## config.mk

```make
export PLATFORM = sky130hd
export DESIGN_NAME = lcd_status_display
export DESIGN_NICKNAME = d
export VERILOG_FILES = /design/src/rtl/lcd_pkg.sv /design/src/rtl/sample_to_mmss.sv /design/src/rtl/lcd_status_display.sv
export SDC_FILE = /design/constraint.sdc
export NUM_CORES = 1
export LEC_CHECK = 0
export CAP_MARGIN = 10
export CORE_UTILIZATION = 52
export CTS_CLUSTER_DIAMETER = 120
export DETAILED_ROUTE_END_ITERATION = 8
export HOLD_SLACK_MARGIN = 0.15
export PLACE_DENSITY_LB_ADDON = 0.3
export SYNTH_ARGS = -nofsm -noshare
export SYNTH_HDL_FRONTEND = slang
export SYNTH_SLANG_ARGS = --single-unit
```

## constraint.sdc

```tcl
create_clock -name i_clk -period 9.9 [get_ports i_clk]
set_clock_uncertainty 0.15 [all_clocks]
set_input_delay 1.98 -clock i_clk [delete_from_list [all_inputs] [get_ports i_clk]]
set_output_delay 1.98 -clock i_clk [all_outputs]
set_load 0.01 [all_outputs]
```

## src/rtl/lcd_pkg.sv

```systemverilog
// Shared constants, FSM state type and helpers for the LCD status display.
// Holds mode codes, ASCII codes, the DDRAM address map and the mode-name lookup.
package lcd_pkg;

    localparam logic [2:0] MODE_DEFAULT = 3'd0;
    localparam logic [2:0] MODE_PLAY    = 3'd1;
    localparam logic [2:0] MODE_PAUSE   = 3'd2;
    localparam logic [2:0] MODE_STOP    = 3'd3;
    localparam logic [2:0] MODE_RECORD  = 3'd4;

    localparam logic [7:0] ASCII_0     = 8'h30;
    localparam logic [7:0] ASCII_COLON = 8'h3A;
    localparam logic [7:0] ASCII_SLASH = 8'h2F;
    localparam logic [7:0] ASCII_BLANK = 8'h20;
    localparam logic [7:0] ASCII_X     = 8'h78;
    localparam logic [7:0] ASCII_A     = 8'h41;
    localparam logic [7:0] ASCII_C     = 8'h43;
    localparam logic [7:0] ASCII_D     = 8'h44;
    localparam logic [7:0] ASCII_E     = 8'h45;
    localparam logic [7:0] ASCII_I     = 8'h49;
    localparam logic [7:0] ASCII_L     = 8'h4C;
    localparam logic [7:0] ASCII_O     = 8'h4F;
    localparam logic [7:0] ASCII_P     = 8'h50;
    localparam logic [7:0] ASCII_R     = 8'h52;
    localparam logic [7:0] ASCII_S     = 8'h53;
    localparam logic [7:0] ASCII_T     = 8'h54;
    localparam logic [7:0] ASCII_U     = 8'h55;
    localparam logic [7:0] ASCII_Y     = 8'h59;

    typedef enum logic [2:0] {
        ST_SNAP,
        ST_FMT,
        ST_SCAN,
        ST_ISSUE,
        ST_WAIT_HI,
        ST_WAIT_LO
    } state_t;

    typedef struct packed {
        logic [3:0] min_tens;
        logic [3:0] min_ones;
        logic [3:0] sec_tens;
        logic [3:0] sec_ones;
    } mmss_t;

    function automatic logic [7:0] lcd_addr(input logic [1:0] row, input logic [5:0] col);
        return {row, 6'b0} + {2'b00, col};
    endfunction

    function automatic logic [7:0] digit_char(input logic [3:0] d);
        return ASCII_0 + {4'b0000, d};
    endfunction

    // Mode name occupies the first six columns; unknown codes read as IDLE.
    function automatic logic [7:0] mode_char(input logic [2:0] mode, input logic [5:0] col);
        logic [47:0] txt;
        case (mode)
            MODE_PLAY:   txt = {ASCII_P, ASCII_L, ASCII_A, ASCII_Y, ASCII_BLANK, ASCII_BLANK};
            MODE_PAUSE:  txt = {ASCII_P, ASCII_A, ASCII_U, ASCII_S, ASCII_E, ASCII_BLANK};
            MODE_STOP:   txt = {ASCII_S, ASCII_T, ASCII_O, ASCII_P, ASCII_BLANK, ASCII_BLANK};
            MODE_RECORD: txt = {ASCII_R, ASCII_E, ASCII_C, ASCII_O, ASCII_R, ASCII_D};
            default:     txt = {ASCII_I, ASCII_D, ASCII_L, ASCII_E, ASCII_BLANK, ASCII_BLANK};
        endcase
        if (col < 6'd6) begin
            return txt[47 - 8 * int'(col) -: 8];
        end
        return ASCII_BLANK;
    endfunction

endpackage

```

## src/rtl/sample_to_mmss.sv

```systemverilog
// Converts a sample count to MM:SS digits with one registered stage.
// Minutes above 99 saturate the whole field to 99:59.
module sample_to_mmss
    import lcd_pkg::*;
#(
    parameter int SR_SHIFT = 15
) (
    input  logic        i_clk,
    input  logic        i_rst,
    input  logic [31:0] i_count,
    output mmss_t       o_mmss
);

    logic [31:0] secs_total;
    logic [31:0] minutes;
    logic [6:0]  mm;
    logic [6:0]  ss;
    mmss_t       mmss_d;
    mmss_t       mmss_q;

    always_comb begin
        secs_total = i_count >> SR_SHIFT;
        minutes    = secs_total / 32'd60;
        if (minutes > 32'd99) begin
            mm = 7'd99;
            ss = 7'd59;
        end else begin
            mm = minutes[6:0];
            ss = 7'(secs_total % 32'd60);
        end
        mmss_d.min_tens = 4'(mm / 7'd10);
        mmss_d.min_ones = 4'(mm % 7'd10);
        mmss_d.sec_tens = 4'(ss / 7'd10);
        mmss_d.sec_ones = 4'(ss % 7'd10);
    end

    always_ff @(posedge i_clk) begin
        if (i_rst) begin
            mmss_q <= '0;
        end else begin
            mmss_q <= mmss_d;
        end
    end

    assign o_mmss = mmss_q;

endmodule

```

## src/rtl/lcd_status_display.sv

```systemverilog
// Scans a status frame cell by cell against a shadow of the LCD contents and
// issues character writes only for cells that changed or were invalidated.
module lcd_status_display
    import lcd_pkg::*;
#(
    parameter int N_ROWS   = 2,
    parameter int N_COLS   = 16,
    parameter int SR_SHIFT = 15
) (
    input  logic        i_clk,
    input  logic        i_rst,
    input  logic [15:0] i_status_para,
    input  logic [63:0] i_time_para,
    input  logic        i_busy,
    input  logic        i_force,
    output logic [7:0]  o_character,
    output logic [7:0]  o_address,
    output logic        o_start,
    output logic        o_frame_done
);

    localparam int         N_CELLS   = N_ROWS * N_COLS;
    localparam int         CELL_W    = $clog2(N_CELLS);
    localparam logic [5:0] COL_LAST  = 6'(N_COLS - 1);
    localparam logic [5:0] COL_X     = 6'(N_COLS - 2);
    localparam logic [1:0] ROW_END   = 2'(N_ROWS);
    localparam logic [1:0] TIME_ROW  = 2'(N_ROWS - 1);
    localparam logic [5:0] TIME_COL0 = (N_ROWS == 2) ? 6'd0 : 6'(N_COLS - 11);

    state_t              state_q, state_d;
    logic [2:0]          mode_q, mode_d;
    logic [3:0]          speed_q, speed_d;
    logic [63:0]         time_q, time_d;
    logic                force_q, force_d;
    logic [1:0]          row_q, row_d;
    logic [5:0]          col_q, col_d;
    logic [1:0]          wait_q, wait_d;
    logic                start_q, start_d;
    logic                frame_done_q, frame_done_d;
    logic [7:0]          char_q, char_d;
    logic [7:0]          addr_q, addr_d;
    logic [N_CELLS-1:0]  valid_q, valid_d;
    logic [7:0]          shadow_q [N_CELLS];
    logic [7:0]          shadow_d [N_CELLS];

    mmss_t               cur_mmss;
    mmss_t               tot_mmss;
    logic [CELL_W-1:0]   cell_idx;
    logic [7:0]          target;
    logic [3:0]          time_pos;
    logic                cell_dirty;
    logic [1:0]          adv_row;
    logic [5:0]          adv_col;
    logic                unused_status_bits;

    assign unused_status_bits = ^{i_status_para[15:12], i_status_para[7:3]};

    sample_to_mmss #(.SR_SHIFT(SR_SHIFT)) u_cur (
        .i_clk   (i_clk),
        .i_rst   (i_rst),
        .i_count (time_q[63:32]),
        .o_mmss  (cur_mmss)
    );

    sample_to_mmss #(.SR_SHIFT(SR_SHIFT)) u_tot (
        .i_clk   (i_clk),
        .i_rst   (i_rst),
        .i_count (time_q[31:0]),
        .o_mmss  (tot_mmss)
    );

    assign cell_idx   = CELL_W'(int'(row_q) * N_COLS + int'(col_q));
    assign cell_dirty = !valid_q[cell_idx] || (shadow_q[cell_idx] != target);

    // Time text wins over the mode/speed fields when they share a row.
    always_comb begin
        target   = ASCII_BLANK;
        time_pos = 4'd0;
        if (row_q == 2'd0) begin
            target = mode_char(mode_q, col_q);
            if (mode_q == MODE_PLAY) begin
                if (col_q == COL_X) begin
                    target = ASCII_X;
                end else if (col_q == COL_LAST) begin
                    target = digit_char(speed_q);
                end
            end
        end
        if ((row_q == TIME_ROW) && (col_q >= TIME_COL0) && ((col_q - TIME_COL0) < 6'd11)) begin
            time_pos = 4'(col_q - TIME_COL0);
            case (time_pos)
                4'd0:    target = digit_char(cur_mmss.min_tens);
                4'd1:    target = digit_char(cur_mmss.min_ones);
                4'd2:    target = ASCII_COLON;
                4'd3:    target = digit_char(cur_mmss.sec_tens);
                4'd4:    target = digit_char(cur_mmss.sec_ones);
                4'd5:    target = ASCII_SLASH;
                4'd6:    target = digit_char(tot_mmss.min_tens);
                4'd7:    target = digit_char(tot_mmss.min_ones);
                4'd8:    target = ASCII_COLON;
                4'd9:    target = digit_char(tot_mmss.sec_tens);
                default: target = digit_char(tot_mmss.sec_ones);
            endcase
        end
    end

    always_comb begin
        if (col_q == COL_LAST) begin
            adv_col = 6'd0;
            adv_row = row_q + 2'd1;
        end else begin
            adv_col = col_q + 6'd1;
            adv_row = row_q;
        end
    end

    always_comb begin
        state_d      = state_q;
        mode_d       = mode_q;
        speed_d      = speed_q;
        time_d       = time_q;
        force_d      = force_q | i_force;
        row_d        = row_q;
        col_d        = col_q;
        wait_d       = wait_q;
        start_d      = 1'b0;
        frame_done_d = 1'b0;
        char_d       = char_q;
        addr_d       = addr_q;
        valid_d      = valid_q;
        shadow_d     = shadow_q;
        case (state_q)
            ST_SNAP: begin
                mode_d  = i_status_para[2:0];
                speed_d = i_status_para[11:8];
                time_d  = i_time_para;
                if (force_q) begin
                    valid_d = '0;
                end
                force_d = i_force;
                row_d   = 2'd0;
                col_d   = 6'd0;
                state_d = ST_FMT;
            end
            ST_FMT: begin
                state_d = ST_SCAN;
            end
            ST_SCAN: begin
                if (row_q == ROW_END) begin
                    frame_done_d = 1'b1;
                    state_d      = ST_SNAP;
                end else if (cell_dirty) begin
                    state_d = ST_ISSUE;
                end else begin
                    row_d = adv_row;
                    col_d = adv_col;
                end
            end
            ST_ISSUE: begin
                if (!i_busy) begin
                    char_d             = target;
                    addr_d             = lcd_addr(row_q, col_q);
                    start_d            = 1'b1;
                    shadow_d[cell_idx] = target;
                    valid_d[cell_idx]  = 1'b1;
                    wait_d             = 2'd0;
                    state_d            = ST_WAIT_HI;
                end
            end
            ST_WAIT_HI: begin
                if (i_busy || (wait_q == 2'd3)) begin
                    state_d = ST_WAIT_LO;
                end else begin
                    wait_d = wait_q + 2'd1;
                end
            end
            ST_WAIT_LO: begin
                if (!i_busy) begin
                    row_d   = adv_row;
                    col_d   = adv_col;
                    state_d = ST_SCAN;
                end
            end
            default: begin
                state_d = ST_SNAP;
            end
        endcase
    end

    always_ff @(posedge i_clk) begin
        if (i_rst) begin
            state_q      <= ST_SNAP;
            mode_q       <= MODE_DEFAULT;
            speed_q      <= 4'd0;
            time_q       <= 64'd0;
            force_q      <= 1'b0;
            row_q        <= 2'd0;
            col_q        <= 6'd0;
            wait_q       <= 2'd0;
            start_q      <= 1'b0;
            frame_done_q <= 1'b0;
            char_q       <= ASCII_BLANK;
            addr_q       <= 8'h00;
            valid_q      <= '0;
        end else begin
            state_q      <= state_d;
            mode_q       <= mode_d;
            speed_q      <= speed_d;
            time_q       <= time_d;
            force_q      <= force_d;
            row_q        <= row_d;
            col_q        <= col_d;
            wait_q       <= wait_d;
            start_q      <= start_d;
            frame_done_q <= frame_done_d;
            char_q       <= char_d;
            addr_q       <= addr_d;
            valid_q      <= valid_d;
        end
    end

    // Shadow contents are meaningless until their valid bit is set.
    always_ff @(posedge i_clk) begin
        shadow_q <= shadow_d;
    end

    assign o_character  = char_q;
    assign o_address    = addr_q;
    assign o_start      = start_q;
    assign o_frame_done = frame_done_q;

endmodule

```

### After elaboration in Yosys (flattened, before gate mapping)

Index checks and enable logic that the tools add are counted.

* register bits: 423
* bits of input ports: 84
* output and inout bits: 18
* word-level logic and storage cells: 200

* add/subtract/negate cells: 15
* divide/modulo/power cells: 12
* magnitude comparators: 9
* equal/unequal tests: 32
* shift-type cells: 1
* muxes and demuxes: 51
* bitwise logic cells: 6
* reductions and logical operators: 21

Operators by type and width (count)
* 256-bit bitwise mux: 1
* 45-bit one-hot mux with 4 select lines: 1
* 8-bit two-way mux: 10
* 17-bit by 6-bit divider with 32-bit output, second input constant: 2
* 32-bit by 7-bit > comparator with 1-bit output, second input constant: 2
* 17-bit by 6-bit modulo with 32-bit output, second input constant: 2
* 32-bit two-way mux: 2
* 32-bit one-hot mux with 2 select lines: 1
* 6-bit by 4-bit adder with 7-bit output, first input constant: 9
* 7-bit one-hot mux with 9 select lines: 1
* 55-bit by 10-bit indexed part select with 8-bit output: 1
* 48-bit two-way mux: 1
* 8-bit binary-select mux with 5-bit select: 1
* 8-bit demux with 5-bit select: 1
* 32-bit bitwise OR: 1
* 7-bit by 4-bit divider with 7-bit output, second input constant: 4
* 7-bit by 4-bit modulo with 7-bit output, second input constant: 4
* 7-bit two-way mux: 4
* 6-bit two-way mux: 4
* 3-bit one-hot mux with 6 select lines: 1
* 6-bit one-hot mux with 3 select lines: 1
* 4-bit by 3-bit == test with 1-bit output, second input constant: 4
* 3-bit two-way mux: 5
* 2-bit != test, second input constant: 7
* 44 further kinds: 77

### Depth between registers and ports, before layout

Gate-level depths: netlist of the first run.

* depth after elaboration: 16
* gate-level depth with buffers: 36
* depth with buffers taken out: 32

### By module

A second synthesis of the first run with hierarchy kept.

* cell total of the unflattened synthesis: 2141
* area total of the unflattened synthesis: 21745.9 um^2

By module, submodules not included
* lcd_status_display: instances 1, cells each 1221, area each 15134.5 um^2, sequential area each 9409.0 um^2
* sample_to_mmss: instances 2, cells each 460, area each 3305.7 um^2, sequential area each 320.3 um^2

### Worst setup path before layout of the first run

OpenSTA, ideal clock, no wires.

* path type: register -> register
* start: register time_q[29]
* end: register u_tot.mmss_q (netlist bit u_tot.o_mmss[1])
* setup time: 121 ps
* arrival: 6876 ps
* required time: 9629 ps
* slack: 2753 ps
* cell stages (with the launch flop): 32
* buffers on the path: 3
* period minus slack after synthesis: 7147 ps
* path through: dfxtp_1 buf_2 nand2_1 xnor2_1 a2111o_1 nor2_1 o21ai_2 a21o_1 buf_4 a211o_2 and3b_1 clkbuf_2 or3_1 a211oi_2 and3_1 nor2_1 a2111oi_2 o32a_1 a21o_1 nand3_1 xor2_1 nor2_1 ha_1 a31oi_1 a21bo_1 a221o_1 nor3_2 nand2b_1 a31o_1 ha_1 o21a_2 mux2_4

* word-level cells in the longest chain between the ends: 4
* elaborated cells on any way between the ends: 5
* those cells by class: div (3); order compare (1); mux (1)

RTL lines
* start: declaration: RTL line lcd_status_display.sv:33 `logic [63:0] time_q, time_d;`
* start signal: assignment: RTL line lcd_status_display.sv:209 `time_q <= time_d;`
* 17-bit by 6-bit divider with 32-bit output: RTL line sample_to_mmss.sv:23 `minutes = secs_total / 32'd60;`
* 32-bit by 7-bit > comparator with 1-bit output: RTL line sample_to_mmss.sv:24 `if (minutes > 32'd99) begin`
* 7-bit two-way mux (*): RTL line sample_to_mmss.sv:24
* 7-bit by 4-bit modulo with 7-bit output (*): RTL line sample_to_mmss.sv:34 `mmss_d.sec_ones = 4'(ss % 7'd10);`
* end signal: assignment: RTL line sample_to_mmss.sv:41 `mmss_q <= mmss_d;`
* end: declaration: RTL line sample_to_mmss.sv:19 `mmss_t mmss_q;`

Every way passes the cells marked *; elsewhere a longest branch is shown, timed or not.
A chain may end at the register's enable or synchronous reset.

### Worst setup path in the final report of the first run

* start: register time_q[62]
* end: register u_cur.mmss_q (netlist bit u_cur.o_mmss[1])

* word-level cells in the longest chain between the ends: 4
* elaborated cells on any way between the ends: 5
* those cells by class: div (3); order compare (1); mux (1)

RTL lines (RTL line)
* 17-bit by 6-bit divider with 32-bit output: sample_to_mmss.sv:23
* 32-bit by 7-bit > comparator with 1-bit output: sample_to_mmss.sv:24
* 7-bit two-way mux (*): sample_to_mmss.sv:24
* 7-bit by 4-bit modulo with 7-bit output (*): sample_to_mmss.sv:34
* end signal: assignment: sample_to_mmss.sv:41
* end: declaration: sample_to_mmss.sv:19

Marks and branches as above.

==> results of run 1 <==
-- cell type report --
cell class              instances  share of cell area
well taps                     511              0.0287
repair buffers                 76              0.0324
clock inverters                21              0.0136
clock buffers                  49              0.0446
flip-flops and latches        360               0.425
multi-input cells            1390               0.450
inverters                      33             0.00557
-- worst paths after layout --
| path | to | slack (ps) | startpoint | depth (start not counted) |
|---|---|---|---|---|
| worst max-delay path | u_cur.o_mmss[1]$_SDFF_PP0_ | 1100 | time_q[62]$_SDFFE_PP0P_ | 29 |
| worst min-delay path | o_address[5]$_SDFFE_PP0P_ | 300 | o_address[5]$_SDFFE_PP0P_ | 2 |
| worst max register to register | u_cur.o_mmss[1]$_SDFF_PP0_ | 1100 | time_q[62]$_SDFFE_PP0P_ | 29 |
| worst min register to register | o_address[5]$_SDFFE_PP0P_ | 300 | o_address[5]$_SDFFE_PP0P_ | 2 |
-- registers in the layout, indices dropped and copies added, names as in the netlist, 6 cells and up --
name,count
col_q,6
o_address,8
o_character,7
shadow_q,224
time_q,34
u_cur.o_mmss,16
u_tot.o_mmss,16
valid_q,32
-- metrics by stage --
step | power (mW) | utilization
after floorplan | 3.11 | -
after global placement | 3.41 | 0.554
after detailed placement | 3.46 | 0.554
after CTS | 4.94 | 0.588
after global routing | 5.19 | 0.588
final | 4.94 | 0.588
-- layout by cell type, fill, tap and decap left out, types with 38 or more instances in the layout --
master and n:
a21oi_1 155, clkbuf_16 38, clkdlybuf4s50_1 60, dfxtp_1 133
edfxtp_1 224, mux4_2 78, nand2_1 198, nand3_1 38
nor2_1 208, o21ai_0 56
-- cells by family after synthesis --
group	after synthesis	synth area share
other cells	1	0.000187
xor+xnor	41	0.0179
fa+ha+maj	23	0.0140
compound gates	542	0.200
buf+inv	151	0.0326
flops	360	0.470
mux	118	0.109
simple gates	663	0.156
-- worst register-to-register path, delay by kind of cell (launching register included) --
kind                       cells  cell delay [ps]
AOI/OAI and AO/OA             16             4680
and+or+nand+nor                8             1720
muxes                          2              740
DFF                            1              730
adders and majority gates      2              530
buffers and inverters          1              140
-- where the power goes --
group | total, mW | switching [mW] | internal [mW]
Sequential | 1.78 | 0.0768 | 1.71
Combinational | 1.68 | 1.01 | 0.671
Clock | 1.47 | 0.600 | 0.875
Total | 4.94 | 1.68 | 3.25
-- routing by layer --
layer	up-vias	GRT usage
met5	-	0
met4	2	0.0761
met3	95	0.0415
met2	504	0.424
met1	7544	0.353
li1	7248	-
==> results.cfg, run 1 <==
[worst_hold_path]
hp-class = flip-flop to flip-flop

[place]
post-place-ws_ps = 1380
place.gp.congestion = 0.874
placed_area_um2 = 21000
dp_cells = 2370
hpwl_mm = 33.0
portBuffers = 61

[critical_path]
cp.required_ps = 10190
crit_type = flip-flop to flip-flop
crit_fanout = 19
slowest_delay_ps = 730
path_delay_family = compound AO/OA/AOI/OAI gates
worst-path-buf-inv = 1
crit_path_top_delay_cell = dfxtp_1
worstPathArrival_ps = 9080
end_kind = flip-flop
critPathLaunchType = flip-flop

[clock_network]
cts_hold_buf = 0
cts-buffers-inserted = 38
post-cts-setup-buffers = 0
cts_tree = built
cts_buffer_depth = 3
clkTransAtPathRegs_ps = 60
cts-root-buf = clkbuf_16
htreeDepth = 2
cts.sinks = 360
clock_insertion_delay_worst_skew_ps = 570
cts-resized-gates = 0

[finish]
fin_area_um2 = 22200
nNetsFinal = 2003
syn_to_final_growth_pct = 10.8
drive_gt1_frac = 0.131
diodes = 0
multi_input_area_um2 = 10000
fillers = 3118
seqCellArea_um2 = 9460
final_cells = 2440

[logic_synthesis]
avgSynthCellArea_um2 = 10.6
ys_ff_latch = 360
synth_cell_type_count = 124
synth_ff_type = edfxtp_1
synth_cells = 1899
synth_edf_count = 224
async_reset_ff_frac = 0
yosys-top-cells-count = 224 x edfxtp_1, 210 x nor2_1, 198 x nand2_1, 155 x a21oi_1, 136 x dfxtp_1
yosysTopAreaCellShare = 0.335
yosysMostFrequentCell = edfxtp_1
synth_area_um2 = 20100
seq_area_frac_synth = 0.470
yosysWarnings = 0
yosys-top-cells-area = edfxtp_1 33%, dfxtp_1 14%, mux4_2 8.7%
synth_top_cell_by_area = edfxtp_1

[sta]
hold_viol = 0
fin_hold_ws_ps = 303
finalSetupTns_ps = 0
rsz0062_at_grt = false
fin_crit_sh = 0.888
setup_viol = 0
maxSlewViolCount = 0
finalWorstSetupSlack_ps = 1100
fin_crit_ps = 8800
max_slew_margin = 0.314
fmaxAchievable_mhz = 114
worst_pin_slew_ps = 1030

[drt]
ant_nets = 0
dr.pass1.iters = 5
wl_per_cell_um = 20.7
routed_wl_mm = 50.4
drc = 0
m1WireLength_mm = 22.1
highest-signal-layer = met5
via_per_inst = 6.31
wl_met2_mm = 23.9
drt_iter0_markers = 1486
met3_length_mm = 3.17
via_count = 15393

[power_and_ir_drop]
leakagePower_nw = 7.33
p_per_area_nw_per_um2 = 222
max-vdd-ir-drop_v = 0.000123

[global_route]
grtUsageTotal = 0.258
grt_pass1_wl_mm = 79.6
grt_overflow = 0
grt_pass1_vias = 14570
antenna_found_initial = 1
grt_max_degree = 70

[floorplanning]
core_um2 = 37800
dieArea_um2 = 39400
dieWidth_um = 199
start_util = 0.531
die_y_um = 199
ios = 102
rows = 71

[status]
status = completed

[flow_run]
drv_cap = 0
Power figures use the tool's default switching activity.
==> inputs of run 2 (changes only) <==
--- a/config.mk
+++ b/config.mk
@@ -5,10 +5,10 @@
 export SDC_FILE = /design/constraint.sdc
 export NUM_CORES = 1
 export LEC_CHECK = 0
-export CAP_MARGIN = 10
 export CORE_UTILIZATION = 52
 export CTS_CLUSTER_DIAMETER = 120
 export DETAILED_ROUTE_END_ITERATION = 8
+export DONT_BUFFER_PORTS = 1
 export HOLD_SLACK_MARGIN = 0.15
 export PLACE_DENSITY_LB_ADDON = 0.3
 export SYNTH_ARGS = -nofsm -noshare
==> run 2 against run 1 <==
Against the previous run: power grew 0.92%; clock power grew 5%; combinational power is essentially flat; global-route usage shrank 0.52 points; critical endpoint is now u_tot.o_mmss[1]$_SDFF_PP0_; hold slack gained 12 ps.
==> results.cfg, run 2 (synthesized netlist as in run 1, its figures left out) <==
[status]
status = completed

[critical_path]
path_delay_family = compound AO/OA/AOI/OAI gates
cp.required_ps = 10210
crit_path_top_delay_cell = dfxtp_1
worst-path-buf-inv = 0
critPathLaunchType = flip-flop
crit_type = flip-flop to flip-flop
worstPathArrival_ps = 8940
end_kind = flip-flop
crit_fanout = 17
slowest_delay_ps = 760

[drt]
ant_nets = 0
wl_per_cell_um = 20.8
via_per_inst = 6.42
routed_wl_mm = 49.4
via_count = 15265
drc = 0
dr.pass1.iters = 6
drt_iter0_markers = 1514

[floorplanning]
dieArea_um2 = 39400
core_um2 = 37800
rows = 71
die_y_um = 199
ios = 102
dieWidth_um = 199
start_util = 0.531

[global_route]
grt_overflow = 0
grt_pass1_wl_mm = 78.1
grtUsageTotal = 0.253
grt_max_degree = 105
antenna_found_initial = 0
grt_pass1_vias = 14305

[finish]
drive_gt1_frac = 0.139
reg.largest.list = shadow_q (224), time_q (34), valid_q (32)
layout_common_cells = 224 x edfxtp_1, 208 x nor2_1, 198 x nand2_1
mostFrequentLayoutCell = edfxtp_1
multi_input_area_um2 = 10000
utilization = 0.573
seqCellArea_um2 = 9460
fillers = 3113
diodes = 0
largest_register = shadow_q
final_cells = 2376
nNetsFinal = 1940
syn_to_final_growth_pct = 8.02
largest_register_ffs = 224
fin_area_um2 = 21700

[worst_hold_path]
hp-class = flip-flop to flip-flop

[sta]
worst_pin_slew_ps = 1080
fmaxAchievable_mhz = 116
rsz0062_at_grt = false
max_slew_margin = 0.277
finalSetupTns_ps = 0
maxSlewViolCount = 0
fin_hold_ws_ps = 316
fin_crit_sh = 0.872
fin_crit_ps = 8630
hold_viol = 0
setup_viol = 0

[clock_network]
cts.sinks = 360
cts-root-buf = clkbuf_16
cts-buffers-inserted = 38
htreeDepth = 2
clock_insertion_delay_worst_skew_ps = 570
cts_hold_buf = 0
cts_tree = built
cts-resized-gates = 0
post-cts-setup-buffers = 0
cts_buffer_depth = 3
clkTransAtPathRegs_ps = 60

[place]
dp_cells = 2307
placed_area_um2 = 20300
portBuffers = 0
hpwl_mm = 32.3
place.gp.congestion = 0.917

[power_and_ir_drop]
leakagePower_nw = 7.13
max-vdd-ir-drop_v = 0.000134
p_per_area_nw_per_um2 = 230

[flow_run]
drv_cap = 0
-- run 2: report_power, final --
part	total, mW	switching (mW)	internal (mW)
registers	1.79	0.0775	1.71
logic	1.66	1.00	0.656
clock network	1.54	0.622	0.916
total	4.98	1.70	3.28
-- run 2: worst min-delay path, delay by kind of cell (launching register included) --
| family | cells | cell delay, ps |
|---|---|---|
| DFF | 1 | 320 |
| and+or+nand+nor | 2 | 110 |
-- run 2: layer usage --
layer	vias up	track usage	wire length, µm
li1	7115	-	-
met1	7432	0.349	21300
met2	625	0.406	23000
met3	93	0.0453	3700
met4	0	0.0789	1370
met5	-	0	0
-- run 2: metrics by stage --
step	setup slack (ps)	power, mW
final	1270	4.98
after global routing	551	5.23
after CTS	1420	4.97
after detailed placement	1480	3.43
after global placement	1620	3.38
after floorplan	2750	3.11
-- run 2: path summary, 6_finish.rpt --
kind	from	end	slack (ps)	cells after the start
max	time_q[31]$_SDFFE_PP0P_	u_tot.o_mmss[1]$_SDFF_PP0_	1270	28
max reg2reg	time_q[31]$_SDFFE_PP0P_	u_tot.o_mmss[1]$_SDFF_PP0_	1270	28
min	valid_q[16]$_SDFFE_PP0P_	valid_q[16]$_SDFFE_PP0P_	320	2
min reg2reg	valid_q[16]$_SDFFE_PP0P_	valid_q[16]$_SDFFE_PP0P_	320	2
-- run 2: cell type report --
cell class,count,share of cell area
multi-input cells,1390,0.461
flip-flops and latches,360,0.436
clock buffers,45,0.0456
well taps,511,0.0295
clock inverters,24,0.0174
inverters,33,0.00571
repair buffers,13,0.00450
